## src/rtl/any1_wb_arbiter_pkg.sv

```systemverilog
// Shared writeback-arbiter definitions: functional-unit codes, the sFuncUnit
// result record, and the requester count.
package any1_wb_arbiter_pkg;

  localparam logic [1:0] FU_EXEC = 2'd0;
  localparam logic [1:0] FU_MUL  = 2'd1;
  localparam logic [1:0] FU_DIV  = 2'd2;
  localparam logic [1:0] FU_MEM  = 2'd3;

  typedef struct packed {
    logic        cmt;
    logic [5:0]  rid;
    logic [5:0]  ele;
    logic [63:0] res;
    logic [7:0]  cause;
    logic [63:0] badAddr;
  } sFuncUnit;

  localparam int NFU      = 4;
  localparam int SFU_BITS = $bits(sFuncUnit);

endpackage

```

## src/rtl/any1_wb_fifo.sv

```systemverilog
// Per-unit QDEPTH-entry sFuncUnit queue; push and pop may occur together.
module any1_wb_fifo
  import any1_wb_arbiter_pkg::*;
#(
  parameter int QDEPTH = 2,
  localparam int PW = $clog2(QDEPTH),
  localparam int CW = PW + 1
) (
  input  logic          clk,
  input  logic          rst,
  input  logic          push,
  input  logic          pop,
  input  sFuncUnit      din,
  output sFuncUnit      head,
  output logic [CW-1:0] count
);

  sFuncUnit      mem [QDEPTH];
  logic [PW-1:0] wr_ptr;
  logic [PW-1:0] rd_ptr;

  always_ff @(posedge clk or posedge rst) begin
    if (rst) begin
      wr_ptr <= '0;
      rd_ptr <= '0;
      count  <= '0;
    end else begin
      if (push) wr_ptr <= wr_ptr + PW'(1);
      if (pop)  rd_ptr <= rd_ptr + PW'(1);
      case ({push, pop})
        2'b10:   count <= count + CW'(1);
        2'b01:   count <= count - CW'(1);
        default: count <= count;
      endcase
    end
  end

  // Storage needs no reset: count gates every read of it.
  always_ff @(posedge clk) begin
    if (push) mem[wr_ptr] <= din;
  end

  assign head = mem[rd_ptr];

endmodule

```

## src/rtl/any1_wb_arbiter.sv

```systemverilog
// Writeback arbiter: NFU result queues scheduled round-robin onto one registered
// ROB update port. Define WBARB_FIXED_PRI_EN for fixed priority (MEM highest).
module any1_wb_arbiter
  import any1_wb_arbiter_pkg::*;
#(
  parameter int NFU    = any1_wb_arbiter_pkg::NFU,
  parameter int QDEPTH = 2
) (
  input  logic                    clk_i,
  input  logic                    rst_i,
  input  logic [NFU-1:0]          fu_v_i,
  input  logic [NFU*SFU_BITS-1:0] fu_i,
  output logic [NFU-1:0]          fu_rdy_o,
  input  logic                    rob_stall_i,
  output logic                    wb_v_o,
  output sFuncUnit                wb_o,
  output logic [1:0]              wb_fu_o
);

  localparam int CW = $clog2(QDEPTH) + 1;
  localparam int RW = $clog2(NFU);

  sFuncUnit       head  [NFU];
  logic [CW-1:0]  count [NFU];
  logic [NFU-1:0] push;
  logic [NFU-1:0] pop;
  logic           found;
  logic [1:0]     g;

  for (genvar k = 0; k < NFU; k++) begin : g_unit
    // Ready comes from the registered count only, so a full queue stays
    // not-ready even in a cycle where it is popped.
    assign fu_rdy_o[k] = (count[k] != CW'(QDEPTH)) & ~rst_i;
    assign push[k]     = fu_v_i[k] & fu_rdy_o[k];
    assign pop[k]      = found & ~rob_stall_i & (g == 2'(k));

    any1_wb_fifo #(.QDEPTH(QDEPTH)) u_fifo (
      .clk   (clk_i),
      .rst   (rst_i),
      .push  (push[k]),
      .pop   (pop[k]),
      .din   (fu_i[k*SFU_BITS +: SFU_BITS]),
      .head  (head[k]),
      .count (count[k])
    );
  end

`ifdef WBARB_FIXED_PRI_EN
  always_comb begin
    found = 1'b0;
    g     = '0;
    // Ascending scan so the highest-numbered non-empty unit wins.
    for (int i = 0; i < NFU; i++) begin
      if (count[RW'(i)] != '0) begin
        found = 1'b1;
        g     = 2'(i);
      end
    end
  end
`else
  logic [RW-1:0] rr;
  logic [RW-1:0] idx;

  always_comb begin
    found = 1'b0;
    g     = '0;
    idx   = '0;
    // Descending offset scan: the last hit is the one closest to rr.
    for (int i = NFU - 1; i >= 0; i--) begin
      idx = rr + RW'(i);
      if (count[idx] != '0) begin
        found = 1'b1;
        g     = 2'(idx);
      end
    end
  end
`endif

  always_ff @(posedge clk_i or posedge rst_i) begin
    if (rst_i) begin
      wb_v_o  <= 1'b0;
      wb_o    <= '0;
      wb_fu_o <= '0;
`ifndef WBARB_FIXED_PRI_EN
      rr      <= '0;
`endif
    end else if (!rob_stall_i) begin
      if (found) begin
        wb_v_o  <= 1'b1;
        wb_o    <= head[g];
        wb_fu_o <= g;
`ifndef WBARB_FIXED_PRI_EN
        rr      <= RW'(g + 2'd1);
`endif
      end else begin
        wb_v_o  <= 1'b0;
      end
    end
  end

endmodule

```

## config.mk

```make
export PLATFORM = sky130hd
export DESIGN_NAME = any1_wb_arbiter
export DESIGN_NICKNAME = d
export VERILOG_FILES = /design/src/rtl/any1_wb_arbiter_pkg.sv /design/src/rtl/any1_wb_fifo.sv /design/src/rtl/any1_wb_arbiter.sv
export SDC_FILE = /design/constraint.sdc
export NUM_CORES = 1
export LEC_CHECK = 0
export ABC_AREA = 0
export BUFFER_PORTS_ARGS = -buffer_cell sky130_fd_sc_hd__buf_2
export CORE_MARGIN = 3
export CORE_UTILIZATION = 55
export DETAILED_ROUTE_END_ITERATION = 10
export HOLD_SLACK_MARGIN = 0.06
export PLACE_DENSITY = 0.81
export SYNTH_ARGS = -nofsm -noshare
export SYNTH_HDL_FRONTEND = slang
export SYNTH_SLANG_ARGS = --single-unit
```

## constraint.sdc

```tcl
create_clock -name clk_i -period 9 [get_ports clk_i]
set_input_delay 0.9 -clock clk_i [delete_from_list [all_inputs] [get_ports clk_i]]
set_output_delay 0.9 -clock clk_i [all_outputs]
set_load 0.02 [all_outputs]
```

== Yosys cells after proc, flatten, opt, wreduce, memory -nomap -nowiden ==
Memory sizes are Yosys's and may differ from the RTL's.
Index checks and enable logic that the tools add are counted.

* RAM bits: 1192
* Output and inout bits: 156
* Flip-flop bits (word level): 170
* Bits in latches: 0
* Memories: 4
* Memory bits (read-only): 0
* Logic and storage cells: 131
* Input bits: 603

{| class="wikitable"
|+ Memory list
! memory !! words !! bits a word !! rd ports !! clocked after memory_dff !! wr ports !! RTL line !! text
|-
| g_unit[0].u_fifo.mem || 2 || 149 || 1 || 0 || 1 || any1_wb_fifo.sv:18 || <nowiki>sFuncUnit mem [QDEPTH];</nowiki>
|-
| g_unit[1].u_fifo.mem || 2 || 149 || 1 || 0 || 1 || any1_wb_fifo.sv:18 ||
|-
| g_unit[2].u_fifo.mem || 2 || 149 || 1 || 0 || 1 || any1_wb_fifo.sv:18 ||
|-
| g_unit[3].u_fifo.mem || 2 || 149 || 1 || 0 || 1 || any1_wb_fifo.sv:18 ||
|}

* Add/subtract/negate cells: 20
* Multiply operators: 0
* Shift-type cells: 0
* Order comparisons: 5
* Div/mod/pow operators: 0
* Reduce and logical (&&, ||, !) cells: 10
* Mux-type cells: 36
* Bitwise gates (word level): 20
* Equal/unequal tests: 15

{| class="wikitable"
|+ Operator list
! operator !! number
|-
| binary-select mux 149 bit (select 2 bit) || 1
|-
| two-way mux 149 bit || 2
|-
| two-way mux 2 bit || 12
|-
| binary-select mux 2 bit (select 2 bit) || 4
|-
| case mux 2 bit (2 select lines) || 4
|-
| nonzero test 2 bit || 8
|-
| greater-or-equal comparator 3 bit, second input constant || 5
|-
| NOT 2 -> 3 bit || 5
|-
| AND 1 bit || 13
|-
| two-way mux 1 bit || 13
|-
| adder 2 x 1 -> 2 bit, second input constant || 6
|-
| == test 2 bit, second input constant || 6
|-
| == test 2 x 1 -> 1 bit, second input constant || 5
|-
| adder 1 bit, second input constant || 8
|-
| != test 2 bit, second input constant || 4
|-
| subtractor 2 x 1 -> 2 bit, second input constant || 4
|-
| adder 2 bit, second input constant || 2
|-
| zero test 2 bit || 1
|-
| NOT 1 bit || 2
|-
| AND reduction 2 bit || 1
|}

== Depth between registers and ports, before layout ==
* Word-level depth: 14
* Mapped depth: 12
* Mapped depth without buffers: 8

== Hierarchy ==
From an unflattened synthesis, not the netlist that was laid out.

* Cell total of the unflattened synthesis: 2992
* Area, all modules: 54280.8 um^2

{| class="wikitable"
|+ Modules (own cells, without submodules)
! module !! times used !! seq. area each (um^2) !! cells an instance !! area an instance (um^2)
|-
| any1_wb_fifo || 4 || 9048.7 || 479 || 11343.4
|-
| any1_wb_arbiter || 1 || 3853.7 || 1076 || 8907.3
|}

== Worst setup path before layout ==
Ideal clock, no wire load.

* Kind: input to register
* Start: input rst_i
* End: memory g_unit[1].u_fifo.mem[0][0] (netlist bit), enable pin
* Buffers on the path: 0
* Data required time: 8.340 ns
* Stages: 3
* Arrival time: 7.715 ns
* Slack: 0.624 ns
* Library setup time: 0.660 ns
* Path through: a21oi_1 > nand2_1 > nor2_1

* Word-level cells in the longest chain between the ends: 5

{| class="wikitable"
|+ RTL lines
! element !! RTL line !! text
|-
| from (decl) || any1_wb_arbiter.sv:10 || <nowiki>input logic rst_i,</nowiki>
|-
| NOT 1 bit || any1_wb_arbiter.sv:33 || <nowiki>assign fu_rdy_o[k] = (count[k] != CW'(QDEPTH)) & ~rst_i;</nowiki>
|-
| AND 1 bit || any1_wb_arbiter.sv:33 ||
|-
| AND 1 bit || any1_wb_arbiter.sv:34 || <nowiki>assign push[k] = fu_v_i[k] & fu_rdy_o[k];</nowiki>
|-
| two-way mux 1 bit || any1_wb_fifo.sv:40 || <nowiki>if (push) mem[wr_ptr] <= din;</nowiki>
|-
| two-way mux 1 bit (implied by the code) || any1_wb_fifo.sv:40 ||
|-
| to (decl) || any1_wb_fifo.sv:18 ||
|}

No other way between the ends.

== Worst setup path after layout ==
* Start: register g_unit[1].u_fifo.count[1]
* End: register wb_o[110] (netlist bit)

* Word-level cells in the longest chain between the ends: 12
* Elaborated cells on any way between the ends: 29
* Classes of those cells: 23 x mux; 1 x bitwise; 5 x reduce/logical

{| class="wikitable"
|+ RTL lines
! element !! RTL line !! text
|-
| from (decl) || any1_wb_fifo.sv:15 || <nowiki>output logic [CW-1:0] count</nowiki>
|-
| from (signal assigned) || any1_wb_fifo.sv:31 || <nowiki>2'b10: count <= count + CW'(1);</nowiki>
|-
| from (signal assigned) || any1_wb_fifo.sv:32 || <nowiki>2'b01: count <= count - CW'(1);</nowiki>
|-
| from (signal assigned) || any1_wb_fifo.sv:33 || <nowiki>default: count <= count;</nowiki>
|-
| binary-select mux 2 bit (select 2 bit) || any1_wb_arbiter.sv:71 || <nowiki>if (count[idx] != '0) begin</nowiki>
|-
| two-way mux 2 bit (implied by the code) (2 in a row) || any1_wb_arbiter.sv:71 ||
|-
| nonzero test 2 bit || any1_wb_arbiter.sv:71 ||
|-
| two-way mux 2 bit (4 in a row) || any1_wb_arbiter.sv:71 ||
|-
| NOT 2 -> 3 bit (implied by the code) || any1_wb_arbiter.sv:90 || <nowiki>wb_o <= head[g];</nowiki>
|-
| binary-select mux 149 bit (select 2 bit) || any1_wb_arbiter.sv:90 ||
|-
| two-way mux 149 bit (implied by the code) (2 in a row) || any1_wb_arbiter.sv:90 ||
|-
| to (signal assigned) || any1_wb_arbiter.sv:90 ||
|-
| to (decl) || any1_wb_arbiter.sv:16 || <nowiki>output sFuncUnit wb_o,</nowiki>
|}

Parallel ways exist; a longest one is shown, timed or not. The select of a mux whose other input is x is not followed.
A chain may end at the register's enable or synchronous reset.

==> flow_results.xml <==
<?xml version="1.0" encoding="UTF-8"?>
<metrics>
  <group name="run_status">
    <metric name="status" unit="">finished clean</metric>
  </group>
  <group name="placed_design">
    <metric name="preCtsSetupSlack" unit="ns">5.200</metric>
    <metric name="post_dp_cell_area" unit="um^2">57480</metric>
    <metric name="placed_cells_incl_taps" unit="">4866</metric>
    <metric name="finalWeightedCongestion" unit="">0.8306</metric>
    <metric name="buffer_ports.inserted" unit="">758</metric>
    <metric name="dp.final_hpwl" unit="um">90900</metric>
  </group>
  <group name="floorplan">
    <metric name="ios" unit="">759</metric>
    <metric name="dieArea" unit="um^2">99070</metric>
    <metric name="initial_utilization" unit="">0.5584</metric>
    <metric name="design.core.area" unit="um^2">93890</metric>
    <metric name="chipWidth" unit="um">314.8</metric>
    <metric name="placement_row_count" unit="">112</metric>
    <metric name="chip_height" unit="um">314.8</metric>
  </group>
  <group name="power_and_ir_drop">
    <metric name="vdd_drop_max" unit="mV">0.3441</metric>
    <metric name="power_switching" unit="mW">7.794</metric>
    <metric name="power.sequential.fraction" unit="">0.406</metric>
    <metric name="report.power.total" unit="mW">21.59</metric>
    <metric name="power.combinational.fraction" unit="">0.343</metric>
    <metric name="static-leakage-power" unit="nW">22.83</metric>
    <metric name="p_clk_frac" unit="">0.252</metric>
    <metric name="pwr_density" unit="nW/um^2">348.5</metric>
    <metric name="cellInternalPower" unit="mW">13.80</metric>
    <metric name="netSwitchingFraction" unit="">0.3610</metric>
  </group>
  <group name="logic_synthesis">
    <metric name="synthDominantCellAreaShare" unit="">0.6827</metric>
    <metric name="synth_compound_gate_area_share" unit="">0.06744</metric>
    <metric name="synthesis.nets" unit="">3615</metric>
    <metric name="synth_top_family_by_area" unit="">multiplexers</metric>
    <metric name="yosysSeqAreaShare" unit="">0.7638</metric>
    <metric name="syn_area_per_cell" unit="um^2">17.43</metric>
    <metric name="netlist_top_cells_area" unit="">sky130_fd_sc_hd__edfxtp_1 68%, sky130_fd_sc_hd__dfrtp_1 8.1%, sky130_fd_sc_hd__mux2i_1 8.1%, sky130_fd_sc_hd__mux2_2 3.7%, sky130_fd_sc_hd__o211ai_1 2.1%</metric>
    <metric name="yosys_most_used_dff" unit="">sky130_fd_sc_hd__edfxtp_1</metric>
    <metric name="synth_top_cell_by_area" unit="">sky130_fd_sc_hd__edfxtp_1</metric>
    <metric name="synth-seq-cells" unit="">1362</metric>
    <metric name="synth_warnings" unit="">0</metric>
    <metric name="asr_flop_ratio_synth" unit="">0.1248</metric>
    <metric name="synth_xor_area_frac" unit="">0.003341</metric>
    <metric name="synth.area.mux_share" unit="">0.1179</metric>
    <metric name="postSynthCellCount" unit="">3008</metric>
    <metric name="netlist-cell-type-count" unit="">43</metric>
    <metric name="number_of_enable_type_register_cells_in_the_synthesized_netlist" unit="">1192</metric>
    <metric name="syn_area" unit="um^2">52430</metric>
    <metric name="synth_fa_ha_area_frac" unit="">0.0009545</metric>
    <metric name="synth-simple-area-share" unit="">0.02935</metric>
  </group>
  <group name="worst_setup_path">
    <metric name="crit_path_end_kind" unit="">flop</metric>
    <metric name="cp-start-kind" unit="">flop</metric>
    <metric name="cpLargestDelayFamily" unit="">simple AND/OR/NAND/NOR gates</metric>
    <metric name="worst-endpoint-required" unit="ns">9.62</metric>
    <metric name="worstSetupPathType" unit="">reg -&gt; reg</metric>
    <metric name="critical_path.n_buffers_inverters" unit="">1</metric>
    <metric name="crit_path_cell_trace" unit="">or2_1 &gt; o311ai_4 &gt; and2_4 &gt; buf_4 &gt; o211ai_1 &gt; a31oi_1</metric>
    <metric name="cp_slowest_cell" unit="">sky130_fd_sc_hd__buf_4</metric>
    <metric name="critPathMaxStageDelay" unit="ns">0.91</metric>
    <metric name="arrival" unit="ns">4.15</metric>
    <metric name="cp_max_fo" unit="">72</metric>
  </group>
  <group name="cells_and_area">
    <metric name="post-route-util" unit="">0.6598</metric>
    <metric name="non_filler_instance_count_after_layout" unit="">5187</metric>
    <metric name="mostFrequentLayoutCell" unit="">sky130_fd_sc_hd__edfxtp_1</metric>
    <metric name="fillerInstances" unit="">6176</metric>
    <metric name="area.growth.synth_to_final" unit="%">18.16</metric>
    <metric name="nets" unit="">4356</metric>
    <metric name="layout.cell_area.non_filler" unit="um^2">61950</metric>
    <metric name="final_cell_mix" unit="">1192 x sky130_fd_sc_hd__edfxtp_1, 758 x sky130_fd_sc_hd__buf_2, 424 x sky130_fd_sc_hd__mux2i_1</metric>
    <metric name="fraction_of_final_layout_cells_sized_beyond_drive_strength_1" unit="">0.3148</metric>
  </group>
  <group name="timing">
    <metric name="setup-violations-final" unit="">0</metric>
    <metric name="final-hold-violation-count" unit="">0</metric>
    <metric name="clock_skew" unit="ns">0.02818</metric>
    <metric name="final_max_slew_viols" unit="">0</metric>
    <metric name="final.hold.worst_slack" unit="ns">0.3472</metric>
    <metric name="slew_headroom" unit="">0.2212</metric>
    <metric name="setup_ws" unit="ns">5.468</metric>
    <metric name="grt_setup_unrepaired" unit="">false</metric>
    <metric name="min_period" unit="ns">3.532</metric>
    <metric name="max_slew.worst_pin.slew" unit="ns">1.168</metric>
    <metric name="peak_clock_frequency_supported_by_timing" unit="MHz">283.2</metric>
    <metric name="period_share" unit="">0.3924</metric>
    <metric name="setup_tns" unit="ns">0</metric>
  </group>
  <group name="grt">
    <metric name="grt_start_max_net_pins" unit="">82</metric>
    <metric name="grt_remaining_overflow" unit="">0</metric>
    <metric name="number_of_antenna_violations_at_the_first_check_in_global_routing" unit="">91</metric>
    <metric name="gr-usage-all-layers" unit="">0.2878</metric>
    <metric name="grt_pass1_wl" unit="um">208300</metric>
    <metric name="first_global_vias" unit="">32131</metric>
  </group>
  <group name="drt">
    <metric name="route.detailed.vias_per_inst" unit="">6.187</metric>
    <metric name="initial_drc_count" unit="">3297</metric>
    <metric name="drt-wirelength-per-cell" unit="um">28.18</metric>
    <metric name="routed-via-count" unit="">32092</metric>
    <metric name="drt_pre_antenna_iters" unit="">6</metric>
    <metric name="drtAntennaViolNets" unit="">0</metric>
    <metric name="routed_wl" unit="um">146200</metric>
    <metric name="route.detailed.drc" unit="">0</metric>
  </group>
  <group name="cts">
    <metric name="cts_root_buffer" unit="">sky130_fd_sc_hd__clkbuf_16</metric>
    <metric name="post_cts_hold_buffer_count" unit="">0</metric>
    <metric name="clock_sink_count" unit="">1362</metric>
    <metric name="cts_buffers" unit="">135</metric>
    <metric name="h-tree-depth" unit="">4</metric>
    <metric name="clockBufferDepth" unit="">3</metric>
    <metric name="post-cts-setup-buffers" unit="">0</metric>
    <metric name="clk_pin_slew_worst_paths" unit="ns">0.06</metric>
    <metric name="clk_latency" unit="ns">0.74</metric>
    <metric name="tritoncts_clock_tree" unit="">yes</metric>
    <metric name="total_of_cells_resized_after_clock_tree_synthesis" unit="">0</metric>
  </group>
  <group name="run">
    <metric name="cap_viol_max_count" unit="">0</metric>
  </group>
  <group name="hold_path">
    <metric name="hp-class" unit="">in -&gt; async</metric>
  </group>
</metrics>
-- final timing paths --
kind                                           start                          end  slack, ns  cells past startpoint
max                        g_unit[1].u_fifo.count[1]                    wb_o[110]       5.47                      6
min                                            rst_i    g_unit[3].u_fifo.count[0]       0.35                      2
max reg2reg                g_unit[1].u_fifo.count[1]                    wb_o[110]       5.47                      6
min reg2reg                                   wb_v_o                       wb_v_o       0.48                      2
max in group asynchronous                      rst_i                     wb_o[78]       7.17                      3
min in group clk_i                         fu_i[503]  g_unit[3].u_fifo.mem[1][56]       0.35                      1
-- routing by layer --
layer / track usage / part of all wire
met4: 0.1543 / 0.049
met1: 0.3534 / 0.35
met3: 0.07382 / 0.10
met2: 0.4712 / 0.50
met5: 0 / 0.0017
-- sequential cells by signal (all words and copies together), names as in the netlist --
signal and cells:
g_unit.u_fifo.mem 1192, wb_o 149, g_unit.u_fifo.rd_ptr 4, g_unit.u_fifo.count 8
wb_fu_o 2, rr 2, g_unit.u_fifo.wr_ptr 4, wb_v_o 1
-- layout make-up --
type | count | area [um^2] | share of cell area
Sequential cell | 1362 | 40060 | 0.6467
Multi-Input combinational cell | 1435 | 11630 | 0.1877
Timing Repair Buffer | 809 | 4189 | 0.06762
Clock buffer | 180 | 3689 | 0.05954
Tap cell | 1254 | 1569 | 0.02533
Clock inverter | 65 | 591.8 | 0.009553
Antenna cell | 76 | 190.2 | 0.003070
Inverter | 6 | 30.03 | 0.0004847
-- power groups by stage --
stage | combinational (mW) | sequential, mW | clock (mW)
2_1_floorplan | 4.62 | 9.05 | 0
3_3_place_gp | 7.11 | 8.82 | 0
3_5_place_dp | 7.28 | 8.87 | 0
4_1_cts | 7.37 | 8.75 | 5.48
5_1_grt | 7.78 | 8.84 | 5.73
6_report | 7.40 | 8.76 | 5.43
-- synthesized netlist by cell type, types with 7 or more instances --
library cell / n
sky130_fd_sc_hd__xnor2_1: 12
sky130_fd_sc_hd__edfxtp_1: 1192
sky130_fd_sc_hd__a2bb2oi_1: 23
sky130_fd_sc_hd__nor2_1: 166
sky130_fd_sc_hd__nand2_1: 10
sky130_fd_sc_hd__mux2i_1: 424
sky130_fd_sc_hd__buf_2: 31
sky130_fd_sc_hd__o22a_1: 126
sky130_fd_sc_hd__nand3_1: 149
sky130_fd_sc_hd__dfrtp_1: 170
sky130_fd_sc_hd__a21oi_1: 7
sky130_fd_sc_hd__mux2_2: 172
sky130_fd_sc_hd__xor2_1: 8
sky130_fd_sc_hd__buf_6: 7
sky130_fd_sc_hd__clkbuf_1: 156
sky130_fd_sc_hd__a31oi_1: 152
sky130_fd_sc_hd__o211ai_1: 150
-- cells by family (layout without fill, tap and decap cells) --
| kind of cell | after synthesis | after routing |
|---|---|---|
| and+or+nand+nor | 342 | 342 |
| adders and majority gates | 4 | 4 |
| AOI/OAI and AO/OA | 473 | 473 |
| DFF | 1362 | 1362 |
| muxes | 596 | 596 |
| buffers and inverters | 211 | 1060 |
| other | 0 | 76 |
| xor gates and xnor gates | 20 | 20 |
No activity file was read; power rests on OpenSTA's default activity.
